==> src/rtl/vram_arbiter.sv <==
// vram_arbiter: shares one single-port video SRAM between the display
// fetcher and the host bridge, with a bounded host wait in active video.
module vram_arbiter #(
  parameter int ADDR_WIDTH    = 16,
  parameter int DATA_WIDTH    = 16,
  parameter int HOST_MAX_WAIT = 8
) (
  input  logic                  clk,
  input  logic                  _reset,
  input  logic                  vblank,
  input  logic                  disp_req,
  input  logic [ADDR_WIDTH-1:0] disp_addr,
  output logic                  disp_ack,
  output logic [DATA_WIDTH-1:0] disp_rdata,
  output logic                  disp_rvalid,
  input  logic                  host_req,
  input  logic                  host_wr,
  input  logic [ADDR_WIDTH-1:0] host_addr,
  input  logic [DATA_WIDTH-1:0] host_wdata,
  output logic                  host_ack,
  output logic [DATA_WIDTH-1:0] host_rdata,
  output logic                  host_rvalid,
  output logic                  mem_ce,
  output logic                  mem_we,
  output logic [ADDR_WIDTH-1:0] mem_addr,
  output logic [DATA_WIDTH-1:0] mem_wdata,
  input  logic [DATA_WIDTH-1:0] mem_rdata
);

  localparam logic [7:0] MaxWait = 8'(HOST_MAX_WAIT);

  logic                  host_win;
  logic                  disp_win;
  logic [7:0]            wait_q, wait_d;
  logic                  disp_ack_q, disp_ack_d;
  logic                  host_ack_q, host_ack_d;
  logic                  mem_ce_q, mem_ce_d;
  logic                  mem_we_q, mem_we_d;
  logic [ADDR_WIDTH-1:0] mem_addr_q, mem_addr_d;
  logic [DATA_WIDTH-1:0] mem_wdata_q, mem_wdata_d;
  logic                  rd2_q, rd2_d;
  logic                  rd2_host_q, rd2_host_d;
  logic                  disp_rvalid_q, disp_rvalid_d;
  logic                  host_rvalid_q, host_rvalid_d;
  logic [DATA_WIDTH-1:0] disp_rdata_q, disp_rdata_d;
  logic [DATA_WIDTH-1:0] host_rdata_q, host_rdata_d;

  always_comb begin
    host_win = 1'b0;
    priority case (1'b1)
      vblank:
        host_win = host_req;
      (host_req && wait_q == MaxWait):
        host_win = 1'b1;
      default:
        host_win = host_req && !disp_req;
    endcase
    disp_win = disp_req && !host_win;

    disp_ack_d  = disp_win;
    host_ack_d  = host_win;
    mem_ce_d    = host_win || disp_win;
    mem_we_d    = host_win && host_wr;
    mem_addr_d  = mem_addr_q;
    mem_wdata_d = mem_wdata_q;
    if (host_win) begin
      mem_addr_d = host_addr;
      if (host_wr) mem_wdata_d = host_wdata;
    end else if (disp_win) begin
      mem_addr_d = disp_addr;
    end

    // The current strobe is stage one; its tag is the host ack.
    rd2_d         = mem_ce_q && !mem_we_q;
    rd2_host_d    = host_ack_q;
    host_rvalid_d = rd2_q && rd2_host_q;
    disp_rvalid_d = rd2_q && !rd2_host_q;
    host_rdata_d  = host_rvalid_d ? mem_rdata : host_rdata_q;
    disp_rdata_d  = disp_rvalid_d ? mem_rdata : disp_rdata_q;

    wait_d = wait_q;
    if (host_win || !host_req) begin
      wait_d = 8'd0;
    end else if (!vblank && wait_q != MaxWait) begin
      wait_d = wait_q + 8'd1;
    end
  end

  always_ff @(posedge clk) begin
    if (!_reset) begin
      wait_q        <= '0;
      disp_ack_q    <= 1'b0;
      host_ack_q    <= 1'b0;
      mem_ce_q      <= 1'b0;
      mem_we_q      <= 1'b0;
      mem_addr_q    <= '0;
      mem_wdata_q   <= '0;
      rd2_q         <= 1'b0;
      rd2_host_q    <= 1'b0;
      disp_rvalid_q <= 1'b0;
      host_rvalid_q <= 1'b0;
      disp_rdata_q  <= '0;
      host_rdata_q  <= '0;
    end else begin
      wait_q        <= wait_d;
      disp_ack_q    <= disp_ack_d;
      host_ack_q    <= host_ack_d;
      mem_ce_q      <= mem_ce_d;
      mem_we_q      <= mem_we_d;
      mem_addr_q    <= mem_addr_d;
      mem_wdata_q   <= mem_wdata_d;
      rd2_q         <= rd2_d;
      rd2_host_q    <= rd2_host_d;
      disp_rvalid_q <= disp_rvalid_d;
      host_rvalid_q <= host_rvalid_d;
      disp_rdata_q  <= disp_rdata_d;
      host_rdata_q  <= host_rdata_d;
    end
  end

  assign disp_ack    = disp_ack_q;
  assign host_ack    = host_ack_q;
  assign mem_ce      = mem_ce_q;
  assign mem_we      = mem_we_q;
  assign mem_addr    = mem_addr_q;
  assign mem_wdata   = mem_wdata_q;
  assign disp_rvalid = disp_rvalid_q;
  assign host_rvalid = host_rvalid_q;
  assign disp_rdata  = disp_rdata_q;
  assign host_rdata  = host_rdata_q;

endmodule

==> config.mk <==
export PLATFORM = sky130hd
export DESIGN_NAME = vram_arbiter
export DESIGN_NICKNAME = d
export VERILOG_FILES = /design/src/rtl/vram_arbiter.sv
export SDC_FILE = /design/constraint.sdc
export NUM_CORES = 1
export LEC_CHECK = 0
export BUFFER_PORTS_ARGS = -buffer_cell sky130_fd_sc_hd__buf_2
export CELL_PAD_IN_SITES_DETAIL_PLACEMENT = 1
export CELL_PAD_IN_SITES_GLOBAL_PLACEMENT = 2
export CORE_MARGIN = 5
export CORE_UTILIZATION = 28
export CTS_CLUSTER_SIZE = 14
export DETAILED_ROUTE_END_ITERATION = 8
export PLACE_DENSITY_LB_ADDON = 0.1
export SYNTH_ARGS = -nofsm -noshare
export SYNTH_HDL_FRONTEND = slang
export SYNTH_SLANG_ARGS = --single-unit
export TNS_END_PERCENT = 20
==> constraint.sdc <==
create_clock -name clk -period 4.8 [get_ports clk]
set_input_delay 0 -clock clk [delete_from_list [all_inputs] [get_ports clk]]
set_output_delay 0 -clock clk [all_outputs]
set_load 0.03 [all_outputs]
== Word-level counts from Yosys, hierarchy flattened ==
Index checks and enable logic that the tools add are counted.
Storage, ports and cells
  register bits: 80
  input port bits: 70
  output and inout port bits: 70
  logic and storage cells: 40
Cells by class
  add/sub/neg operators: 1
  eq/ne operators: 2
  muxes and demuxes: 4
  bitwise operators: 1
  reduce and logical (&&, ||, !) cells: 19
Operators by type and width (count)
  two-way mux 16 bit: 2
  adder 8 x 1 -> 8 bit, second input constant: 1
  == test 8 x 4 -> 1 bit, second input constant: 1
  logical AND 1 bit: 8
  != test 8 x 4 -> 1 bit, second input constant: 1
  zero test 1 bit: 6
  logical OR 1 bit: 2
  two-way mux 1 bit: 2
  AND reduction 2 bit: 1
  nonzero test 2 bit: 1
  OR reduction 2 bit: 1
  inverter 1 bit: 1

== Longest topological paths before layout ==
  word-level depth: 8
  gate-level depth with buffers: 7

== Least setup slack after synthesis ==
Ideal clock, no wire load.
  path kind: register to register
  start: register wait_q[0]
  end: register mem_addr_q[14] (netlist: mem_addr[14])
  setup time: 0.079 ns
  arrival: 1.662 ns
  path slack: 3.058 ns
  cell stages (with the launch flop): 8
  path buffers: 1
  clock period less this slack: 1.742 ns
  cells stage by stage: dfxtp_1 inv_1 ha_1 nor4b_2 a221oi_4 buf_6 nor2_1 a211oi_2
Between the ends
  cells in the longest elaborated chain, start to end: 7
  elaborated cells between the ends (all ways): 8
Ends and longest elaborated chain
  start, declared: line 34  | logic [7:0] wait_q, wait_d;
  start signal, assigned: line 105  | wait_q <= wait_d;
  == test 8 x 4 -> 1 bit *: line 53  | (host_req && wait_q == MaxWait):
  logical AND 1 bit *: line 53
  two-way mux 1 bit * (2 in series): line 50  | priority case (1'b1)
  zero test 1 bit: line 58  | disp_win = disp_req && !host_win;
  logical AND 1 bit: line 58
  nonzero test 2 bit (no source line)
  end signal, assigned: line 110  | mem_addr_q <= mem_addr_d;
  end, declared: line 39  | logic [ADDR_WIDTH-1:0] mem_addr_q, mem_addr_d;
Mark *: on every way between the ends. The rest lies on a longest branch, timed or not.
A chain may end at the register's enable or synchronous reset.

== Final worst setup path ==
  start: register wait_q[0]
  end: register mem_addr_q[8] (netlist: mem_addr[8])
The elaborated chain is that of the path after synthesis.

==> key figures <==
Worst setup path
  • Worst r2r dst: mem_addr[8]
  • Required time worst endpoint: 5.10 ns
  • Critical path startpoint: wait_q[0]
  • Max FO, Critical Path: 19
  • Critical Path End Type: flop
  • CP Class: flop to flop
  • R2r worst-path depth: 8
  • CP Launch Type: flop
  • Setup crit end: mem_addr[8]
  • R2r setup slk: 1.89 ns
  • Crit path DAT: 3.20 ns
  • FF-to-FF Start: wait_q[0]

Clock tree
  • H-tree levels: 3
  • Total clock sinks: 80
  • Clock-pin slew on the worst setup and hold paths: roughly 0.080 ns
  • TritonCTS clock tree: built
  • Clock Latency Late Sink: 0.36 ns
  • Root Driver: clkbuf_8
  • Clock Tree Buf Depth: 2
  • Post-cts sizing count: 0
  • Total CTS buffers: 9

Cells and area
  • Fraction of layout cells with a size suffix above 1: 0.3166
  • Nets@finish: 604
  • Register area: 1602 sq um
  • Area growth syn-to-layout: 48.36%
  • Final core occ: 0.4259
  • Final Cell Area: 4637 sq um
  • Non-Filler Instances: 677
  • Multi-input gate area: about 1400 sq um
  • FILL cells: about 1300
  • Diodes inserted: 0

Global routing
  • GR Util met3: 0.03238
  • Initial antenna violation count: 0
  • Vias in the first global route: 3132
  • First-pass GRT wire length: approximately 16 mm
  • Pin count of the biggest net entering global routing: 55
  • Global Route met1 Usage: 0.1823
  • All-Layer GR Usage: 0.1499
  • GR Overflow Total: 0
  • Met2 Use GR: 0.2546
  • Busiest layer in global routing: met2

Route
  • Initial DRC count: between 70 and 80
  • DRT antenna net count: 0
  • Routed wire per std cell: between 10 and 15 um
  • DRC Markers: 0
  • Pre-Repair DR Iteration Count: 4
  • Detailed-route via count: 2990
  • DRT Wirelength: 9.562 mm
  • DR vias/cell: 4.417

Placed design
  • Hpwl dp: 6.664 mm
  • Post-Place Cells: a little over 600
  • Placed cell areas: 3900 sq um
  • GPL Wtd Cong: 0.7166
  • Port Buffer Count: between 100 and 150

STA
  • Worst relative slew slack: 0.2809
  • Slew @ Worst Pin: 1.077 ns
  • Slew Limit Fails: 0
  • Count of final hold-check violations: 0
  • Endpoints failing setup: 0
  • Unrepaired setup endpoints after global routing: false
  • Clock Skews: 0.01015 ns
  • Final Critical Period: 2.907 ns
  • Fin crit share: 0.6057
  • Fmax: 0.3440 GHz
  • Fin Setup TNS: 0 ns

Worst hold path
  • Min-Delay Path Class: input port to flop

Flow run
  • Max cap viols: 0

Synthesis
  • Mean post-synth cell area: 9.059 sq um
  • Cell with the most instances after synthesis: nand2_1
  • Netlist cell types: 30
  • Synth area leader: dfxtp_1
  • Post-synth top cells: nand2_1 (100), dfxtp_1 (80), a21oi_1 (33), mux2i_1 (32), nor2_1 (30)
  • Syn_nets: 417
  • Fraction of registers with async set/reset: 0
  • Top-area cell type share of the netlist area: 0.5124
  • Warnings, synthesis: 0
  • Mapped cell area: 3125 sq um
  • Post-synth EDFFs: 0
  • Seq cells post-synth: 80
  • Main area contributors after synthesis: dfxtp_1 (51%), nand2_1 (12%), mux2i_1 (10%), a21oi_1 (5.3%), a211oi_2 (4.4%)
  • Syn Inst Count: 345
  • Predominant post-synthesis flop cell: dfxtp_1
  • Seq/Total Area, Yosys: 0.5124

Pwr
  • PwrDens: 301.5 nW/um^2
  • Clock power share: 0.314
  • P_leak: 2.085 nW
  • Internal Dissipation: 1.001 mW
  • Sequential share of power: 0.506
  • Sw Share: 0.2844
  • Combinational Power Share: 0.179
  • Max VDD drop: between 100 and 150 uV
  • Pwr Total: 1.398 mW
  • Sw power: around 400 uW

Die
  • Die Area: 13370 sq um
  • Core ar.: 10890 sq um
  • Die width: 115.7 um
  • Die extent in y: 115.7 um
  • Num ports: 140
  • Rows: 38
  • Initial core utilization: 0.2871

Status
  • Outcome: finished clean
[cells in the final DEF, fill, tap and decap left out, types with 3 or more instances in the layout]
| cell | instances |
|---|---|
| clkbuf_8 | 10 |
| nand3_1 | 3 |
| dlygate4sd3_1 | 57 |
| a211oi_1 | 5 |
| xnor2_1 | 4 |
| dfxtp_1 | 80 |
| inv_1 | 4 |
| mux2i_1 | 32 |
| clkbuf_1 | 3 |
| nand2_1 | 100 |
| nor2_1 | 30 |
| a21oi_1 | 33 |
| buf_2 | 139 |
| a211oi_2 | 11 |
[kinds of logic after synthesis]
family,count (synthesis),synth area share
flip-flops,80,0.5124
AO/OA/AOI/OAI,50,0.1173
AND/OR/NAND/NOR,148,0.2014
adder cells (fa/ha/maj),2,0.008005
multiplexers,32,0.1025
XOR/XNOR,6,0.01681
buffers and inverters,27,0.04163
[worst max-delay path, stage by stage (launching register included)]
cell,delay [ns]
dfxtp_1,0.40
inv_1,0.06
ha_1,0.18
nor4b_2,0.18
a221oi_4,0.75
buf_4,0.41
nor2_1,0.08
a211oi_2,0.20
dlygate4sd3_1,0.58
[power by group through the flow]
stage | logic, mW | clock network [mW] | registers, mW
6_report | 0.251 | 0.439 | 0.708
3_5_place_dp | 0.215 | 0 | 0.723
4_1_cts | 0.254 | 0.465 | 0.708
2_1_floorplan | 0.0830 | 0 | 0.779
3_3_place_gp | 0.213 | 0 | 0.723
5_1_grt | 0.274 | 0.492 | 0.711
[repair_timing]
| action | 4_1_cts | 5_1_grt |
|---|---|---|
| endpoints found under the setup margin | 0 | 0 |
| setup buffers | 0 | 0 |
| hold endpoints to repair | 65 | 0 |
| hold buffers | 57 | 0 |
[worst min path at each step]
stage          cells past startpoint      startpoint       endpoint  slack, ns
2_1_floorplan                      2        host_req         mem_ce       0.12
3_5_place_dp                       3  host_wdata[11]  mem_wdata[11]       0.26
6_report                           3         host_wr         mem_we       0.03
3_3_place_gp                       3  host_wdata[13]  mem_wdata[13]       0.25
4_1_cts                            3    disp_addr[4]    mem_addr[4]      0.004
5_1_grt                            3    disp_addr[4]    mem_addr[4]       0.01
[final cells by class]
cell class	count	area share
inverters	5	0.004047
flip-flops and latches	80	0.3454
multi-input cells	238	0.3006
repair buffers	198	0.2763
well taps	140	0.03778
clock inverters	3	0.003778
clock buffers	13	0.03211
[metrics by stage]
stage	hold WS, ns	setup slack (ns)
after CTS	0.004359	1.891
after floorplan	0.1158	3.058
after detailed placement	0.2552	2.377
final	0.03194	1.893
after global routing	0.01410	1.681
after global placement	0.2496	2.496
[state kept, by name (all words and copies together) (netlist names)]
name,cells
disp_rdata,16
host_rdata,16
mem_addr,16
mem_wdata,16
wait_q,8
disp_ack,1
disp_rvalid,1
host_ack,1
host_rvalid,1
mem_ce,1
mem_we,1
rd2_host_q,1
rd2_q,1
[metal layers]
metal  up-vias  wire, um
met5         -         0
met4         0       193
met3        16       550
met2        87      4702
met1      1377      4115
li1       1510         -
(Power assumes the default switching activity.)
